File: config.mk
export PLATFORM = sky130hd
export DESIGN_NAME = imm_extend_pipe
export DESIGN_NICKNAME = d
export VERILOG_FILES = /design/src/rtl/imm_pkg.sv /design/src/rtl/imm_format_decode.sv /design/src/rtl/imm_extend_pipe.sv
export SDC_FILE = /design/constraint.sdc
export NUM_CORES = 1
export LEC_CHECK = 0
export ABC_AREA = 1
export BUFFER_PORTS_ARGS = -buffer_cell sky130_fd_sc_hd__buf_2
export CORE_MARGIN = 2
export CORE_UTILIZATION = 42
export CTS_BUF_LIST = sky130_fd_sc_hd__clkbuf_8
export DETAILED_ROUTE_END_ITERATION = 8
export PLACE_DENSITY_LB_ADDON = 0.05
export SETUP_SLACK_MARGIN = 0.2
export SKIP_LAST_GASP = 1
export SYNTH_ARGS = -nofsm -noshare
export SYNTH_HDL_FRONTEND = slang
export SYNTH_SLANG_ARGS = --single-unit
File: constraint.sdc
create_clock -name clk -period 1.6 [get_ports clk]
set_clock_uncertainty 0.2 [all_clocks]
set_input_delay 0.16 -clock clk [delete_from_list [all_inputs] [get_ports clk]]
set_output_delay 0.16 -clock clk [all_outputs]
set_load 0.05 [all_outputs]
File: src/rtl/imm_pkg.sv
// rtl/imm_pkg.sv - shared types and constants for the immediate extension pipe
// Purpose: immediate format selector encoding and the default output width.
// Ports: none (package).
package imm_pkg;

  localparam int XLEN_DEFAULT = 32;

  typedef enum logic [2:0] {
    IMM_I     = 3'd0,
    IMM_S     = 3'd1,
    IMM_B     = 3'd2,
    IMM_U     = 3'd3,
    IMM_J     = 3'd4,
    IMM_ZIMM  = 3'd5,
    IMM_SHAMT = 3'd6,
    IMM_RSVD  = 3'd7
  } imm_sel_t;

endpackage

File: src/rtl/imm_format_decode.sv
// rtl/imm_format_decode.sv - combinational immediate field extraction and extension
// Purpose: pull the immediate for the selected format out of an instruction word
//          and extend it to XLEN bits.
// Ports:
//   instr   in  32    raw instruction word
//   sel     in  3     immediate format selector (imm_sel_t)
//   imm     out XLEN  extended immediate
//   illegal out 1     reserved selector used
module imm_format_decode
  import imm_pkg::*;
#(
  parameter int XLEN = XLEN_DEFAULT
) (
  input  logic [31:0]     instr,
  input  imm_sel_t        sel,
  output logic [XLEN-1:0] imm,
  output logic            illegal
);

  // Signed formats are first assembled as a 32-bit two's complement value and
  // then sign-extended to XLEN, so U and J also extend on 64-bit builds.
  logic [31:0] v32;

  // The opcode field never contributes to any immediate.
  logic unused_opcode;
  assign unused_opcode = ^instr[6:0];

  always_comb begin
    v32     = '0;
    imm     = '0;
    illegal = 1'b0;
    case (sel)
      IMM_I: begin
        v32 = {{20{instr[31]}}, instr[31:20]};
        imm = XLEN'($signed(v32));
      end
      IMM_S: begin
        v32 = {{20{instr[31]}}, instr[31:25], instr[11:7]};
        imm = XLEN'($signed(v32));
      end
      IMM_B: begin
        v32 = {{19{instr[31]}}, instr[31], instr[7], instr[30:25], instr[11:8], 1'b0};
        imm = XLEN'($signed(v32));
      end
      IMM_U: begin
        v32 = {instr[31:12], 12'b0};
        imm = XLEN'($signed(v32));
      end
      IMM_J: begin
        v32 = {{11{instr[31]}}, instr[31], instr[19:12], instr[20], instr[30:21], 1'b0};
        imm = XLEN'($signed(v32));
      end
      IMM_ZIMM: begin
        imm = XLEN'(instr[19:15]);
      end
      IMM_SHAMT: begin
        // 64-bit shifts need a sixth shift-amount bit.
        if (XLEN == 64) imm = XLEN'(instr[25:20]);
        else            imm = XLEN'(instr[24:20]);
      end
      IMM_RSVD: begin
        illegal = 1'b1;
      end
      default: begin
        illegal = 1'b1;
      end
    endcase
  end

endmodule

File: src/rtl/imm_extend_pipe.sv
// rtl/imm_extend_pipe.sv - valid/ready pipeline stage around imm_format_decode
// Purpose: register decoded immediates with a sideband tag and count
//          reserved-selector entries. Optional one-entry skid register when
//          IMM_EXTEND_SKID_EN is defined.
// Ports:
//   clk, rst               clock, synchronous active-high reset
//   in_valid/in_ready      input handshake
//   in_instr, in_sel       instruction word and format selector
//   in_tag                 sideband carried with the entry
//   out_valid/out_ready    output handshake
//   out_imm, out_tag       extended immediate and its tag
//   out_illegal            entry used the reserved selector
//   err_count              saturating count of accepted reserved-selector entries
module imm_extend_pipe
  import imm_pkg::*;
#(
  parameter int XLEN  = XLEN_DEFAULT,
  parameter int TAG_W = 5
) (
  input  logic             clk,
  input  logic             rst,
  input  logic             in_valid,
  output logic             in_ready,
  input  logic [31:0]      in_instr,
  input  logic [2:0]       in_sel,
  input  logic [TAG_W-1:0] in_tag,
  output logic             out_valid,
  input  logic             out_ready,
  output logic [XLEN-1:0]  out_imm,
  output logic [TAG_W-1:0] out_tag,
  output logic             out_illegal,
  output logic [7:0]       err_count
);

  logic [XLEN-1:0] dec_imm;
  logic            dec_illegal;
  logic            accept;
  logic            retire;

  imm_format_decode #(.XLEN(XLEN)) u_decode (
    .instr   (in_instr),
    .sel     (imm_sel_t'(in_sel)),
    .imm     (dec_imm),
    .illegal (dec_illegal)
  );

  assign accept = in_valid && in_ready;
  assign retire = out_valid && out_ready;

`ifdef IMM_EXTEND_SKID_EN
  logic             skid_full;
  logic [XLEN-1:0]  skid_imm;
  logic [TAG_W-1:0] skid_tag;
  logic             skid_illegal;

  // in_ready depends only on local state (and reset), never on out_ready.
  assign in_ready = !rst && !skid_full;

  always_ff @(posedge clk) begin
    if (rst) begin
      out_valid    <= 1'b0;
      out_imm      <= '0;
      out_tag      <= '0;
      out_illegal  <= 1'b0;
      skid_full    <= 1'b0;
      skid_imm     <= '0;
      skid_tag     <= '0;
      skid_illegal <= 1'b0;
    end else if (skid_full) begin
      // No accept is possible here; the older output entry leaves first.
      if (retire) begin
        out_imm     <= skid_imm;
        out_tag     <= skid_tag;
        out_illegal <= skid_illegal;
        skid_full   <= 1'b0;
      end
    end else if (accept) begin
      if (!out_valid || out_ready) begin
        out_valid   <= 1'b1;
        out_imm     <= dec_imm;
        out_tag     <= in_tag;
        out_illegal <= dec_illegal;
      end else begin
        skid_full    <= 1'b1;
        skid_imm     <= dec_imm;
        skid_tag     <= in_tag;
        skid_illegal <= dec_illegal;
      end
    end else if (retire) begin
      out_valid <= 1'b0;
    end
  end
`else
  assign in_ready = !rst && (!out_valid || out_ready);

  always_ff @(posedge clk) begin
    if (rst) begin
      out_valid   <= 1'b0;
      out_imm     <= '0;
      out_tag     <= '0;
      out_illegal <= 1'b0;
    end else if (accept) begin
      out_valid   <= 1'b1;
      out_imm     <= dec_imm;
      out_tag     <= in_tag;
      out_illegal <= dec_illegal;
    end else if (retire) begin
      out_valid <= 1'b0;
    end
  end
`endif

  always_ff @(posedge clk) begin
    if (rst) begin
      err_count <= '0;
    end else if (accept && (in_sel == 3'd7) && (err_count != 8'hFF)) begin
      err_count <= err_count + 8'd1;
    end
  end

endmodule
# Word level (Yosys, flattened, before mapping)
# Cells that the tools add are included.
totals:
  reg_bits: 47
  out_inout_bits: 48
  input_bits: 44
op_classes:
  add_sub_neg: 1
  n_mux: 4
  eq_ne: 8
  n_reduce_logical: 10
ops:
  columns: ["operator", "count"]
  rows:
  - ["case mux 32 bit (7 select lines)", 1]
  - ["equality test 3 bit, second input constant", 4]
  - ["adder 8 x 1 -> 8 bit, second input constant", 1]
  - ["inequality test 8 bit, second input constant", 1]
  - ["equality test 3 x 2 -> 1 bit, second input constant", 2]
  - ["logical AND 1 bit", 5]
  - ["equality test 3 x 1 -> 1 bit, second input constant", 1]
  - ["logical NOT 3 bit", 1]
  - ["two-way mux 1 bit", 3]
  - ["logical NOT 1 bit", 2]
  - ["nonzero test 2 bit", 1]
  - ["logical OR 1 bit", 1]

# Longest topological paths before layout
logic_depth:
  depth_word: 6
  mapped_depth: 9
  depth_no_buf: 9

# Cells and area by module
# A second synthesis with hierarchy kept.
unflattened:
  cells_unflattened: 356
  hier_area_um2: 2354.8
modules_own_cells:
  columns: ["mod", "area_each_um2", "instances", "cells_each"]
  rows:
  - ["imm_extend_pipe", 1906.8, 1, 256]
  - ["imm_format_decode", 447.9, 1, 100]

# Least setup slack after synthesis
# Ideal clock, no wire load.
synth_path:
  path_type: "register to register"
  startpoint: "reg out_valid"
  endpoint: "reg err_count[0]"
  synth_period_minus_slack_ns: 2.261
  path_buffers: 0
  path_slack_ns: -0.661
  arrival_time_ns: 1.946
  stages_incl_launch_ff: 7
  cell_sequence: "dfxtp_1 > a21oi_1 > nand3_1 > nor2_2 > nand2_1 > nand2_1 > nor2_1"
synth_between:
  elab_chain_len: 6
synth_rtl:
  columns: ["element", "line", "source"]
  rows:
  - ["start: declaration", "imm_extend_pipe.sv:27", "output logic out_valid,"]
  - ["start signal: assignment", "imm_extend_pipe.sv:98", "out_valid <= 1'b0;"]
  - ["start signal: assignment", "imm_extend_pipe.sv:103", "out_valid <= 1'b1;"]
  - ["start signal: assignment", "imm_extend_pipe.sv:108", "out_valid <= 1'b0;"]
  - ["logical NOT 1 bit", "imm_extend_pipe.sv:94", "assign in_ready = !rst && (!out_valid || out_ready);"]
  - ["logical OR 1 bit", "imm_extend_pipe.sv:94", null]
  - ["logical AND 1 bit", "imm_extend_pipe.sv:94", null]
  - ["via in_ready", "imm_extend_pipe.sv:23", "output logic in_ready,"]
  - ["logical AND 1 bit", "imm_extend_pipe.sv:47", "assign accept = in_valid && in_ready;"]
  - ["logical AND 1 bit (2 in series)", "imm_extend_pipe.sv:116", "end else if (accept && (in_sel == 3'd7) && (err_count != 8'hFF)) begin"]
  - ["end signal: assignment", "imm_extend_pipe.sv:117", "err_count <= err_count + 8'd1;"]
  - ["end: declaration", "imm_extend_pipe.sv:32", "output logic [7:0] err_count"]
# The timed path passes the listed nets, and every way through them passes these cells.
# A chain may end at the register's enable or synchronous reset.

# Worst setup path in the final report
layout_path:
  startpoint: "reg out_valid"
  endpoint: "reg err_count[1]"
layout_between:
  elab_chain_len: 6
layout_rtl:
  columns: ["element", "line"]
  rows:
  - ["logical NOT 1 bit", "imm_extend_pipe.sv:94"]
  - ["logical OR 1 bit", "imm_extend_pipe.sv:94"]
  - ["logical AND 1 bit", "imm_extend_pipe.sv:94"]
  - ["logical AND 1 bit", "imm_extend_pipe.sv:47"]
  - ["logical AND 1 bit (2 in series)", "imm_extend_pipe.sv:116"]
# No other way between the ends.

==> flow_metrics.env <==
export IMPL_grt_util_met1=0.276
export IMPL_antenna_violating_nets_post_route=0
export IMPL_clk_pin_slew_ns=0.09
export IMPL_placement_setup_worst_slack_ns=0.100
export IMPL_postSynthRegisterBits=47
export IMPL_netSwitchingPower_uw=798
export IMPL_place_gp_congestion=0.879
export IMPL_p_leak_uw=0.00160
export IMPL_mappedNetlistNets=383
export IMPL_clock_sink_count=47
export IMPL_worst_pin_slew_ns=0.391
export IMPL_drt_iter0_markers=106
export IMPL_pwr_share_clk=0.368
export IMPL_synth_cell_area_mm2=0.00222
export IMPL_numCtsBuffers=5
export IMPL_timing_final_ws_setup_ns=0.208
export IMPL_failed_checks="negative hold slack"
export IMPL_pin_count=92
export IMPL_grt_overflow_total=0
export IMPL_drt_wirelength_per_cell_um=11.6
export IMPL_syn_avg_cell_area_um2=6.57
export IMPL_critical_path_start_type="flop"
export IMPL_internal_power_uw=2020
export IMPL_detailed_place_hpwl_um=4170
export IMPL_tns_ns=0
export IMPL_worst_skew_pair_late_latency_ns=0.30
export IMPL_synth_warnings=0
export IMPL_gr_max_usage_layer="met2"
export IMPL_power_sequential_fraction=0.436
export IMPL_maxSlewViolCount=0
export IMPL_pin_count_of_the_biggest_net_entering_global_routing=37
export IMPL_fp_dieArea_mm2=0.00588
export IMPL_htree_levels=2
export IMPL_ir_drop_worst_vdd_mv=0.557
export IMPL_via_count=2460
export IMPL_antenna_found_initial=0
export IMPL_synthToLayoutAreaGrowth_pct=47.7
export IMPL_placement_row_count=26
export IMPL_tritoncts="yes"
export IMPL_globalRouteTotalUtil=0.210
export IMPL_placeableCoreArea_mm2=0.00511
export IMPL_arrival_ns=1.40
export IMPL_layout_cells_most_common_list="140 x sky130_fd_sc_hd__nand2_1, 83 x sky130_fd_sc_hd__buf_2, 38 x sky130_fd_sc_hd__dfxtp_1"
export IMPL_final_core_util=0.642
export IMPL_numPortBuffers=84
export IMPL_fin_crit_ns=1.39
export IMPL_max_clock_path_buffers=2
export IMPL_critical_path_max_fanout=8
export IMPL_cp_data_required_time_ns=1.61
export IMPL_routed_wirelength_um=6010
export IMPL_die_height_um=76.7
export IMPL_synthesis_instances=338
export IMPL_antenna_cells=0
export IMPL_instances_no_fill=519
export IMPL_timing_critical_path_to_type="flop"
export IMPL_final_hold_violation_count=2
export IMPL_dp_cells=488
export IMPL_setup_viol_count_final=0
export IMPL_post_route_cells_drive_above_1_share=0.339
export IMPL_grt_first_pass_wirelength_um=10000
export IMPL_rsz0062_at_grt="yes"
export IMPL_p_sw_frac=0.283
export IMPL_initial_utilization=0.435
export IMPL_drc_errors=0
export IMPL_nets=493
export IMPL_drtPass1Iterations=4
export IMPL_timing_slew_headroom=0.739
export IMPL_final_min_period_over_clock_period=0.870
export IMPL_grt_pass1_vias=2175
export IMPL_seq_total_area_yosys=0.424
export IMPL_clock_tree_root_cell="sky130_fd_sc_hd__clkbuf_8"
export IMPL_fin_worst_hold_slack_ns=-0.00867
export IMPL_final_common_cell="sky130_fd_sc_hd__nand2_1"
export IMPL_critPathKind="flop to flop"
export IMPL_drv_max_cap_violation_count=0
export IMPL_viasPerCell=4.74
export IMPL_pwr_density_cell_mw_per_mm2=860
export IMPL_status="complete, but fails checks"
export IMPL_power_frac_comb=0.196
export IMPL_hold_path_class="primary input to flop"
export IMPL_fmaxAchievable_mhz=718
export IMPL_fp_dieW_um=76.7
export IMPL_global_routing_usage_on_met3=0.0576
export IMPL_synth_cell_types=19
export IMPL_global_route_usage_met2=0.338
-- synth_stat cells, drive strengths merged --
library cell	number	area, µm²
nand2	148	561
dfxtp	47	941
a21oi	40	200
nand3	37	195
inv	21	78.8
nor2	18	91.3
buf	11	57.6
nand4	7	43.8
clkbuf	4	15.0
o21ai	2	10.0
ha	1	12.5
nor3	1	5.00
xor2	1	8.76
-- through the flow --
step,total power (µW),area [µm²]
after global placement,1740,2800
final,2820,3280
after CTS,2810,3150
after detailed placement,1740,2800
after global routing,2950,3280
after floorplan,1590,2260
-- power groups by stage --
| stage | Sequential [µW] | Combinational (µW) | Clock, µW |
|---|---|---|---|
| final | 1230 | 554 | 1040 |
| after global routing | 1240 | 602 | 1110 |
| after CTS | 1230 | 528 | 1060 |
| after detailed placement | 1260 | 489 | 0 |
| after global placement | 1260 | 489 | 0 |
| after floorplan | 1400 | 185 | 0 |
-- flip-flops by register name (all words and copies together) (netlist names) --
name	flops
err_count	8
out_tag	5
out_illegal	1
out_valid	1
out_imm	32
-- critical path, cell delays in order, from the launching register on --
cell	delay, ns
sky130_fd_sc_hd__dfxtp_4	0.37
sky130_fd_sc_hd__nand2_4	0.07
sky130_fd_sc_hd__nand3_4	0.10
sky130_fd_sc_hd__buf_6	0.15
sky130_fd_sc_hd__nor2_8	0.15
sky130_fd_sc_hd__nand2_4	0.10
sky130_fd_sc_hd__o21ai_2	0.11
sky130_fd_sc_hd__nor2_1	0.04
-- cell families (layout without fill, tap and decap cells) --
logic type / count (synthesis) / after routing / synth area share
adders and majority gates: 1 / 1 / 0.00564
DFF: 47 / 47 / 0.424
AOI/OAI and AO/OA: 42 / 42 / 0.0947
xor gates and xnor gates: 1 / 1 / 0.00395
and+or+nand+nor: 211 / 211 / 0.404
buffers and inverters: 36 / 147 / 0.0682
-- final cells by class --
cell class                 count  area (µm²)
fill                         488        1830
multi-input combinational    255        1250
sequential                    47         960
timing repair buffer         118         763
tap                           70        87.6
inverter                      21        82.6
clock buffer                   5        68.8
clock inverter                 3        66.3
-- routing by layer --
metal / vias up / routed length (µm)
met1: 1082 / 2870
met4: 0 / 50
li1: 1297 / -
met3: 6 / 364
met2: 75 / 2720
met5: - / 0
-- worst paths after layout --
kind / start / endpoint / slack, ns / cells past startpoint
setup / recovery: out_valid$_SDFFE_PP0P_ / err_count[1]$_SDFFE_PP0P_ / 0.21 / 7
hold / removal: out_ready / out_valid$_SDFFE_PP0P_ / -0.009 / 4
setup reg to reg: out_valid$_SDFFE_PP0P_ / err_count[1]$_SDFFE_PP0P_ / 0.21 / 7
hold reg to reg: out_tag[4]$_SDFFE_PP0P_ / out_tag[4]$_SDFFE_PP0P_ / 0.26 / 2
-- timing repair --
action,CTS,global route
resized for setup,12,24
setup endpoints to repair,35,40
hold endpoints to repair,19,0
hold buffers,17,0
setup buffers,0,6
cloned,0,0
pin swaps,2,9
No activity file was read; power rests on OpenSTA's default activity.
